==> src/rtl/sreg_sipo_pkg.sv <==
// Shared types and sizes for the word-serial to parallel shift register.
package sreg_sipo_pkg;

  localparam int SIPO_N_IN  = 9;
  localparam int SIPO_WIDTH = 16;

  // Enough bits to count 0..SIPO_N_IN inclusive.
  localparam int SIPO_FILL_W = $clog2(SIPO_N_IN + 1);

  typedef logic [SIPO_WIDTH-1:0] word_t;
  typedef word_t [SIPO_N_IN-1:0] chain_t;

endpackage

==> src/rtl/sreg_word_stage.sv <==
// One WIDTH-bit register with asynchronous active-low clear.
module sreg_word_stage
  import sreg_sipo_pkg::*;
(
  input  logic  clk,
  input  logic  rst_n,
  input  word_t word_d,
  output word_t word_q
);

  // Plain word register; clears immediately when rst_n falls.
  always_ff @(posedge clk or negedge rst_n) begin
    if (!rst_n) begin
      word_q <= '0;
    end else begin
      word_q <= word_d;
    end
  end

endmodule

==> src/rtl/sreg_sipo_9x16.sv <==
// Serial-in/parallel-out word shift register: 9 words of 16 bits.
// A new word enters at word 8 every clock; load copies the pre-edge chain
// into the held parallel output. Optional fill tracking and out_valid are
// compiled in with SREG_SIPO_VALID_EN.
module sreg_sipo_9x16
  import sreg_sipo_pkg::*;
(
  input  logic                           clk,
  input  logic                           rst,
  input  logic [SIPO_WIDTH-1:0]          in_serial,
  input  logic                           load,
`ifdef SREG_SIPO_VALID_EN
  output logic                           out_valid,
`endif
  output logic [SIPO_N_IN*SIPO_WIDTH-1:0] out_parallel
);

  chain_t chain_d;
  chain_t chain_q;
  chain_t out_d;
  chain_t out_q;

  // Next chain shifts toward word 0; next output recaptures only on load.
  always_comb begin
    chain_d = {in_serial, chain_q[SIPO_N_IN-1:1]};
    out_d   = load ? chain_q : out_q;
  end

  for (genvar i = 0; i < SIPO_N_IN; i++) begin : g_chain
    sreg_word_stage u_stage (
      .clk    (clk),
      .rst_n  (rst),
      .word_d (chain_d[i]),
      .word_q (chain_q[i])
    );
  end

  for (genvar i = 0; i < SIPO_N_IN; i++) begin : g_out
    sreg_word_stage u_stage (
      .clk    (clk),
      .rst_n  (rst),
      .word_d (out_d[i]),
      .word_q (out_q[i])
    );
  end

  assign out_parallel = out_q;

`ifdef SREG_SIPO_VALID_EN
  logic [SIPO_FILL_W-1:0] fill_d;
  logic [SIPO_FILL_W-1:0] fill_q;
  logic                   valid_d;
  logic                   valid_q;
  logic                   full;

  // Fill count saturates at N_IN; a load restarts it and ignores that edge's word.
  always_comb begin
    full    = (fill_q == SIPO_FILL_W'(SIPO_N_IN));
    fill_d  = fill_q;
    valid_d = valid_q;
    if (load) begin
      fill_d  = '0;
      valid_d = full;
    end else if (!full) begin
      fill_d  = fill_q + 1'b1;
    end
  end

  // Fill counter and valid flag registers.
  always_ff @(posedge clk or negedge rst) begin
    if (!rst) begin
      fill_q  <= '0;
      valid_q <= 1'b0;
    end else begin
      fill_q  <= fill_d;
      valid_q <= valid_d;
    end
  end

  assign out_valid = valid_q;
`endif

endmodule

==> config.mk <==
export PLATFORM = sky130hd
export DESIGN_NAME = sreg_sipo_9x16
export DESIGN_NICKNAME = d
export VERILOG_FILES = /design/src/rtl/sreg_sipo_pkg.sv /design/src/rtl/sreg_word_stage.sv /design/src/rtl/sreg_sipo_9x16.sv
export SDC_FILE = /design/constraint.sdc
export NUM_CORES = 1
export LEC_CHECK = 0
export ABC_AREA = 1
export CORE_MARGIN = 3
export CORE_UTILIZATION = 30
export DETAILED_ROUTE_END_ITERATION = 10
export SYNTH_ARGS = -nofsm -noshare
export SYNTH_HDL_FRONTEND = slang
export SYNTH_SLANG_ARGS = --single-unit
==> constraint.sdc <==
create_clock -name clk -period 0.9 [get_ports clk]
set_clock_uncertainty 0.15 [all_clocks]
set_input_delay 0.18 -clock clk [delete_from_list [all_inputs] [get_ports clk]]
set_output_delay 0.18 -clock clk [all_outputs]
set_load 0.02 [all_outputs]
==> reports/results.tsv, run 1 <==
stage	metric	value	unit
status	outcome	finished, violations left	
status	violations	hold timing, setup timing	
global_routing	grt_pass1_wl	33.7	mm
min_path	hold_start	load	
worst_setup_path	crit_type	flop to output pin	
finish	drive_gt1_frac	0.317	
yosys	synthFlopType	dfrtp_1	
place	gp_congestion	0.715	
worst_setup_path	path_cells	buf_6	
worst_setup_path	cp.required	0.57	ns
worst_setup_path	crit_buf_inv	1	
sta	hold_violations	70	
min_path	hold_path_class	input port to flop	
route	drt-initial-drc-count	343	
sta	rsz0062_at_grt	true	
power	sequentialPowerShare	0.470	
power	powerDensity	2280	nW/um^2
global_routing	grt_start_max_net_pins	60	
sta	period_share	1.58	
power	swShare	0.242	
yosys	syn_avg_cell_area	12.0	sq um
cts	clk_pin_slew	0.06	ns
power	leakagePower	6.84	nW
power	p_int	23.4	mW
place	place_area	11500	sq um
floorplanning	die_h	180	um
global_routing	gr-usage-met2	0.192	
yosys	synth_seq_area_share	0.798	
min_path	hold_end	g_out[6].u_stage.word_q[4]	
cts	cts_hold_buf	19	
route	route.detailed.drc	0	
route	wl_per_cell	14.1	um
yosys	syn-num-nets	771	
worst_setup_path	reg2reg_depth	4	
floorplanning	fp.dieArea	32200	sq um
floorplanning	core	29200	sq um
finish	final_area	13500	sq um
power	peakVddDrop	1.61	mV
floorplanning	start_util	0.310	
route	num_vias	5922	
yosys	yosysWarningCount	0	
yosys	synth_commonest_cells	nand2_1, dfrtp_1, buf_2	
yosys	yosysMostFrequentCell	nand2_1	
finish	fin_util	0.463	
sta	fmax	0.702	GHz
sta	finalSetupTns	-71.54	ns
place	dp_hpwl	13.1	mm
finish	regArea	7210	sq um
yosys	ys_seq_elements	288	
global_routing	grt_use_met3	0.0323	
worst_setup_path	r2r-start	g_out[1].u_stage.word_q[9]	
sta	fin_crit	1.43	ns
worst_setup_path	reg2reg_to	g_out[1].u_stage.word_q[9]	
sta	tightest_slew	0.278	ns
yosys	synth_edf_count	0	
yosys	synth_cell_type_count	6	
cts	clkLatencyLatePin	0.53	ns
sta	setup_viol	148	
cts	clock_sinks	288	
route	drtAntennaViolNets	0	
yosys	ys_async_sr_fraction	1.00	
finish	multiInputGateArea	1730	sq um
sta	fin_ws	-0.525	ns
yosys	synthTopCellsByArea	dfrtp_1, nand2_1, buf_4	
finish	fin_nets	1054	
power	pwr-share-clk	0.400	
global_routing	overflow	0	
floorplanning	rows	62	
global_routing	track_usage	0.124	
finish	final_cells	1440	
min_path	hold_path_depth	3	
yosys	yosysTopAreaCell	dfrtp_1	
finish	area_delta_synth_final	49.5	%
cts	cts_max_level	1	
cts	clock_path_buffers	3	
global_routing	grt_use_met1	0.178	
route	wirelength	20.2	mm
worst_setup_path	cp.arrival	1.10	ns
yosys	yosys.area.top_type_share	0.798	
finish	antennaDiodeCount	0	
place	dp.cells	1308	
finish	nFillCells	2670	
floorplanning	die_x	180	um
worst_setup_path	critical_path.max_stage_delay	0.41	ns
global_routing	antenna_found_initial	0	
power	power_frac_comb	0.129	
yosys	netlist_area	9030	sq um
worst_setup_path	crit_slowest_cell	dfrtp_1	
sta	worst_hold_slack	-0.156	ns
power	p_sw	7.47	mW
global_routing	busiest_layer	met2	
cts	clockRootBuffer	clkbuf_16	
sta	relSlewSlack	0.815	
worst_setup_path	crit_fanout	2	
sta	final_max_slew_viol_count	0	
route	first_pass_iters	4	
floorplanning	ios	163	
worst_setup_path	critical_path.top_delay_family	flip-flops	
global_routing	grt_pass1_vias	6331	
worst_setup_path	crit_path_end_kind	output pin	
place	io_buffers	162	
worst_setup_path	reg2reg_slack	-0.10	ns
worst_setup_path	start_kind	flop	
cts	cts_tree	built	
job	drv_cap	0	
route	via_per_inst	4.11	
cts	cts_buffers	30	
yosys	synth_cells	752	
## kinds of logic (layout without fill, tap and decap cells)
kind of cell,Yosys count,count (layout),synth area share
flip-flops,288,288,0.798
AND/OR/NAND/NOR,432,432,0.180
buffers and inverters,32,336,0.0224
## worst max path at each step
stage	cells past startpoint	start	slack, ns	endpoint
2_1_floorplan	6	load	-0.02	g_out[0].u_stage.word_q[0]
3_5_place_dp	1	g_out[5].u_stage.word_q[5]	-0.42	out_parallel[85]
5_1_grt	1	g_out[2].u_stage.word_q[1]	-0.58	out_parallel[33]
4_1_cts	1	g_out[4].u_stage.word_q[2]	-0.56	out_parallel[66]
3_3_place_gp	1	g_out[5].u_stage.word_q[5]	-0.41	out_parallel[85]
6_report	1	g_out[2].u_stage.word_q[1]	-0.53	out_parallel[33]
## per-layer routing
layer | vias to the layer above | share of wire
met5 | - | 0
met4 | 0 | 0.014
met3 | 28 | 0.066
met2 | 150 | 0.45
met1 | 2899 | 0.47
li1 | 2845 | -
## power by group through the flow
stage / clock [mW] / combinational, mW / sequential (mW)
6_report: 12.3 / 3.99 / 14.5
5_1_grt: 13.3 / 4.34 / 14.6
4_1_cts: 12.7 / 3.79 / 14.5
3_5_place_dp: 0 / 3.40 / 14.6
3_3_place_gp: 0 / 3.37 / 14.6
2_1_floorplan: 0 / 0.727 / 15.2
## sequential cells by signal, indices dropped and copies added, names as in the netlist
register,count
g_chain.u_stage.word_q,144
g_out.u_stage.word_q,144
## stage by stage
step / power, mW / hold WS [ns] / setup slack, ns
detailed placement: 18.0 / -0.151 / -0.416
global placement: 18.0 / -0.150 / -0.408
global route: 32.2 / -0.167 / -0.579
CTS: 31.0 / -0.186 / -0.562
floorplan: 15.9 / -0.266 / -0.0209
finish: 30.8 / -0.156 / -0.525
## final cells by class
type,count,area share
clock buffers,46,0.0675
inverters,1,0.000649
clock inverters,7,0.00667
multi-input cells,432,0.128
well taps,384,0.0356
repair buffers,282,0.228
flip-flops and latches,288,0.534
## repair_timing
item,4_1_cts,5_1_grt
setup buffers,35,34
setup endpoints to repair,144,178
resized for setup,834,64
pin swaps,0,17
endpoints found under the hold margin,396,67
## placed cells by master (no fill, tap or decap), types with 3 or more instances in the layout
cell type and count:
buf_12 19, buf_4 61, buf_6 167, clkbuf_1 7, clkbuf_16 31, clkbuf_8 8
clkdlybuf4s50_1 16, clkinv_2 3, dfrtp_1 288, dlygate4sd3_1 18, nand2_1 392, nand2_2 38
No activity file was read; power rests on OpenSTA's default activity.
==> inputs of run 2 (changes only) <==
==> constraint.sdc (replaced) <==
create_clock -name clk -period 1.6 [get_ports clk]
set_clock_uncertainty 0.15 [all_clocks]
set_input_delay 0.32 -clock clk [delete_from_list [all_inputs] [get_ports clk]]
set_output_delay 0.32 -clock clk [all_outputs]
set_load 0.02 [all_outputs]
==> reports/results.tsv, run 2 (same netlist as run 1, synthesis figures left out) <==
stage	metric	value	unit
route	via_per_inst	4.12	
worst_setup_path	reg2reg_slack	0.69	ns
route	first_pass_iters	4	
finish	final_cell_mix	nand2_1, dfrtp_1, buf_2	
worst_setup_path	reg2reg_depth	3	
finish	final_area	11600	sq um
power	leakagePower	6.08	nW
place	pre_cts_slack	0.144	ns
sta	fmax	0.643	GHz
sta	hold_violations	0	
route	drt-initial-drc-count	354	
finish	fin_util	0.399	
route	num_vias	5573	
sta	relSlewSlack	0.763	
cts	clock_path_buffers	3	
finish	regArea	7210	sq um
sta	fin_crit	1.56	ns
place	gp_congestion	0.708	
min_path	hold_path_depth	1	
min_path	hold_path_class	input port to flop	
global_routing	overflow	0	
finish	nFillCells	2883	
sta	setup_viol	0	
finish	reg_top3	g_chain.u_stage.word_q x144, g_out.u_stage.word_q x144	
worst_setup_path	crit_type	flop to output pin	
route	drtAntennaViolNets	0	
cts	clk_pin_slew	0.06	ns
sta	period_share	0.972	
cts	clockRootBuffer	clkbuf_16	
cts	cts_buffers	29	
sta	final_max_slew_viol_count	0	
power	powerDensity	1360	nW/um^2
worst_setup_path	cp.arrival	1.09	ns
floorplanning	die_h	180	um
cts	cts_tree	built	
floorplanning	core	29200	sq um
global_routing	grt_pass1_wl	32.0	mm
global_routing	track_usage	0.119	
floorplanning	ios	163	
worst_setup_path	crit_path_end_kind	output pin	
route	wirelength	19.1	mm
place	dp_hpwl	12.5	mm
worst_setup_path	crit_fanout	2	
sta	fin_ws	0.0443	ns
finish	multiInputGateArea	1620	sq um
finish	final_cells	1353	
finish	fin_nets	972	
floorplanning	fp.dieArea	32200	sq um
worst_setup_path	start_kind	flop	
worst_setup_path	reg2reg_to	g_out[5].u_stage.word_q[0]	
route	wl_per_cell	14.1	um
cts	clkLatencyLatePin	0.53	ns
floorplanning	start_util	0.310	
global_routing	grt_pass1_vias	5706	
floorplanning	die_x	180	um
place	io_buffers	162	
finish	drive_gt1_frac	0.230	
min_path	hold_start	in_serial[6]	
finish	antennaDiodeCount	0	
finish	final_common_cell	nand2_1	
worst_setup_path	crit_buf_inv	1	
cts	clock_sinks	288	
global_routing	grt_start_max_net_pins	70	
worst_setup_path	path_cells	buf_6	
finish	area_delta_synth_final	29.0	%
cts	cts_max_level	1	
status	outcome	finished, final reports clean	
worst_setup_path	cp.required	1.13	ns
worst_setup_path	critical_path.max_stage_delay	0.41	ns
route	route.detailed.drc	0	
floorplanning	rows	62	
min_path	hold_end	g_chain[8].u_stage.word_q[6]	
worst_setup_path	crit_slowest_cell	dfrtp_1	
global_routing	antenna_found_initial	0	
job	drv_cap	0	
place	dp.cells	1293	
worst_setup_path	critical_path.top_delay_family	flip-flops	
sta	tightest_slew	0.356	ns
worst_setup_path	r2r-start	g_out[5].u_stage.word_q[0]	
power	peakVddDrop	0.694	mV
place	place_area	11300	sq um
[run 2: cell types whose count changed in the layout (fill, tap and decap cells not counted), moves of 3 or more]
cell,change
buf_12,-5
clkbuf_8,-3
nand2_2,-38
buf_2,+127
dlygate4sd3_1,-16
nand2_1,+40
buf_4,-35
buf_6,-152
[run 2: area by class of cell]
type	instances	area share
clock buffer	42	0.0708
tap	384	0.0413
timing repair buffer	201	0.127
multi-input combinational	432	0.139
clock inverter	5	0.00247
inverter	1	0.000752
sequential	288	0.619
[run 2: worst max-delay path by stage]
stage	from	end	slack, ns	cells past startpoint
after detailed placement	g_out[5].u_stage.word_q[4]	out_parallel[84]	0.14	1
after floorplan	load	g_out[1].u_stage.word_q[0]	0.47	5
after global placement	g_out[6].u_stage.word_q[9]	out_parallel[105]	0.15	1
after global routing	g_out[3].u_stage.word_q[12]	out_parallel[60]	-0.004	1
after CTS	g_out[5].u_stage.word_q[4]	out_parallel[84]	-0.01	1
final	g_out[5].u_stage.word_q[0]	out_parallel[80]	0.04	1
[run 2: timing repair]
item | in CTS | in global routing
endpoints found under the hold margin | 299 | 0
resized for setup | 582 | 27
hold buffers | 2 | 0
setup endpoints to repair | 144 | 20
cloned | 0 | 0
buffers inserted | 0 | 11
[run 2: worst reg2reg max path, delay by kind of cell (launching register included)]
| family | cells | cell delay [ns] |
|---|---|---|
| buffers and inverters | 1 | 0.14 |
| AND/OR/NAND/NOR | 2 | 0.10 |
| flip-flops | 1 | 0.41 |
[run 2: through the flow]
stage	setup TNS (ns)	hold slack [ns]	power [mW]
4_1_cts	-0.0110	0.0469	16.0
3_5_place_dp	0	0.0382	10.1
2_1_floorplan	0	-0.126	8.95
6_report	0	0.0740	15.8
5_1_grt	-0.00436	0.0537	16.6
3_3_place_gp	0	0.0388	10.1
[run 2: routing by layer]
layer | GRT usage | wire length, um | part of all wire | vias to the layer above
met1 | 0.172 | 9240 | 0.48 | 2716
met2 | 0.176 | 8190 | 0.43 | 141
met5 | 0 | 0 | 0 | -
li1 | - | - | - | 2685
met3 | 0.0356 | 1340 | 0.070 | 31
met4 | 0.0288 | 358 | 0.019 | 0
[run 2: power breakdown]
part           internal, mW  switching (mW)  total [mW]
clock                  3.53            2.60        6.13
combinational         0.562            1.03        1.59
sequential             7.79           0.281        8.08
total                  11.9            3.91        15.8
==> inputs of run 3 (changes only) <==
--- a/config.mk
+++ b/config.mk
@@ -5,9 +5,8 @@
 export SDC_FILE = /design/constraint.sdc
 export NUM_CORES = 1
 export LEC_CHECK = 0
-export ABC_AREA = 1
 export CORE_MARGIN = 3
-export CORE_UTILIZATION = 30
+export CORE_UTILIZATION = 40
 export DETAILED_ROUTE_END_ITERATION = 10
 export SYNTH_ARGS = -nofsm -noshare
 export SYNTH_HDL_FRONTEND = slang
==> reports/results.tsv, run 3 <==
stage	metric	value	unit
cts	clock_sinks	288	
route	wirelength	16.4	mm
power	sequentialPowerShare	0.484	
cts	cts_buffers	29	
route	first_pass_iters	4	
sta	rsz0062_at_grt	true	
finish	drive_gt1_frac	0.546	
sta	tightest_slew	0.429	ns
floorplanning	start_util	0.414	
yosys	syn_avg_cell_area	20.5	sq um
sta	period_share	0.976	
status	outcome	finished, final reports clean	
worst_setup_path	critical_path.top_delay_family	flip-flops	
yosys	synth_seq_area_share	0.785	
sta	fin_crit	1.56	ns
floorplanning	ios	163	
yosys	ys_seq_elements	288	
finish	antennaDiodeCount	0	
worst_setup_path	cp.required	1.13	ns
place	dp.cells	898	
floorplanning	rows	54	
yosys	yosysWarningCount	0	
finish	final_common_cell	dfrtp_1	
worst_setup_path	critical_path.max_stage_delay	0.40	ns
route	wl_per_cell	17.0	um
finish	fin_nets	686	
sta	hold_violations	0	
yosys	yosysTopAreaCell	dfrtp_1	
cts	cts_max_level	1	
cts	clkLatencyLatePin	0.53	ns
place	pre_cts_slack	0.133	ns
yosys	synthFlopType	dfrtp_1	
power	pwr-share-clk	0.404	
route	drt-initial-drc-count	108	
worst_setup_path	path_cells	buf_2	
cts	cts_tree	built	
power	p_sw	3.96	mW
route	drtAntennaViolNets	0	
global_routing	gr-usage-met2	0.208	
floorplanning	core	22200	sq um
route	via_per_inst	4.55	
global_routing	grt_use_met1	0.191	
global_routing	grt_pass1_vias	4895	
worst_setup_path	crit_slowest_cell	dfrtp_1	
worst_setup_path	cp.arrival	1.09	ns
power	powerDensity	1410	nW/um^2
worst_setup_path	start_kind	flop	
global_routing	track_usage	0.136	
floorplanning	die_h	158	um
power	leakagePower	5.61	nW
sta	fin_ws	0.0383	ns
finish	nFillCells	1813	
min_path	hold_path_class	input port to flop	
worst_setup_path	crit_fanout	2	
power	swShare	0.236	
yosys	syn-num-nets	467	
yosys	ys_async_sr_fraction	1.00	
finish	final_cells	969	
place	dp_hpwl	11.2	mm
yosys	synth_commonest_cells	dfrtp_1, mux2_2, mux2_4	
worst_setup_path	crit_type	flop to output pin	
finish	final_cell_mix	dfrtp_1, buf_2, mux2_2	
place	gp_congestion	0.733	
job	drv_cap	0	
floorplanning	fp.dieArea	24800	sq um
finish	regArea	7210	sq um
global_routing	grt_use_met3	0.0451	
finish	area_delta_synth_final	29.6	%
power	power_frac_comb	0.112	
route	num_vias	4410	
global_routing	grt_start_max_net_pins	48	
worst_setup_path	crit_path_end_kind	output pin	
global_routing	overflow	0	
sta	fmax	0.640	GHz
yosys	synth_edf_count	0	
yosys	yosys.area.top_type_share	0.785	
global_routing	busiest_layer	met2	
power	peakVddDrop	0.775	mV
cts	clock_path_buffers	3	
yosys	synth_cells	448	
yosys	synthTopCellsByArea	dfrtp_1, mux2_2, mux2_4	
route	route.detailed.drc	0	
global_routing	grt_pass1_wl	27.0	mm
yosys	synth_cell_type_count	5	
finish	fin_util	0.537	
sta	setup_viol	0	
finish	reg_top3	g_chain.u_stage.word_q x144, g_out.u_stage.word_q x144	
global_routing	antenna_found_initial	0	
yosys	netlist_area	9180	sq um
yosys	yosysMostFrequentCell	dfrtp_1	
sta	relSlewSlack	0.714	
power	p_int	12.9	mW
cts	clk_pin_slew	0.06	ns
place	io_buffers	162	
cts	clockRootBuffer	clkbuf_16	
worst_setup_path	crit_buf_inv	1	
sta	final_max_slew_viol_count	0	
floorplanning	die_x	158	um
finish	multiInputGateArea	1850	sq um
[run 3: final timing paths]
path	start	end	slack, ns	cells past startpoint
worst min-delay path	in_serial[2]	g_chain[8].u_stage.word_q[2]	0.07	1
min in group asynchronous	rst	g_out[8].u_stage.word_q[8]	0.15	2
worst max register to register	g_out[1].u_stage.word_q[9]	g_out[1].u_stage.word_q[9]	0.54	2
max in group asynchronous	rst	g_out[7].u_stage.word_q[11]	0.56	3
worst max-delay path	g_out[3].u_stage.word_q[9]	out_parallel[57]	0.04	1
worst min register to register	g_chain[8].u_stage.word_q[8]	g_chain[7].u_stage.word_q[8]	0.21	0
[run 3: timing repair]
item,4_1_cts,5_1_grt
hold endpoints to repair,288,0
hold buffers,1,0
gates resized for setup,585,52
setup buffers,3,14
endpoints found under the setup margin,144,38
[run 3: worst reg2reg max path, delay by kind of cell (launching register included)]
| family | cells | cell delay [ns] |
|---|---|---|
| buffers and inverters | 1 | 0.14 |
| muxes | 1 | 0.25 |
| DFF | 1 | 0.40 |
[run 3: area by class of cell]
cell class | count | area share
Timing Repair Buffer | 204 | 0.128
Sequential cell | 288 | 0.606
Clock inverter | 13 | 0.0149
Multi-Input combinational cell | 144 | 0.155
Clock buffer | 40 | 0.0670
Tap cell | 280 | 0.0294
[run 3: cell families after synthesis]
| group | after synthesis | synth area share |
|---|---|---|
| DFF | 288 | 0.785 |
| muxes | 144 | 0.201 |
| buffers and inverters | 16 | 0.0142 |
[run 3: through the flow]
| step | total power [mW] | hold WS [ns] | cell area, sq um | setup TNS [ns] |
|---|---|---|---|---|
| floorplan | 9.22 | -0.126 | 9180 | 0 |
| global placement | 10.4 | 0.125 | 11300 | 0 |
| detailed placement | 10.4 | 0.128 | 11300 | 0 |
| CTS | 17.0 | 0.0410 | 11600 | -0.0210 |
| global route | 17.6 | 0.0402 | 11900 | -0.0413 |
| finish | 16.8 | 0.0743 | 11900 | 0 |
[run 3: power by group through the flow]
stage               logic, mW  registers, mW  clock network (mW)
global route             2.02           8.22                7.32
finish                   1.88           8.15                6.80
detailed placement       2.13           8.29                   0
floorplan               0.556           8.66                   0
CTS                      1.80           8.16                7.02
global placement         2.10           8.27                   0
[run 3: routing by layer]
layer	share of wire	up-vias
li1	-	1967
met1	0.45	2283
met2	0.45	129
met3	0.080	31
met4	0.018	0
met5	0	-
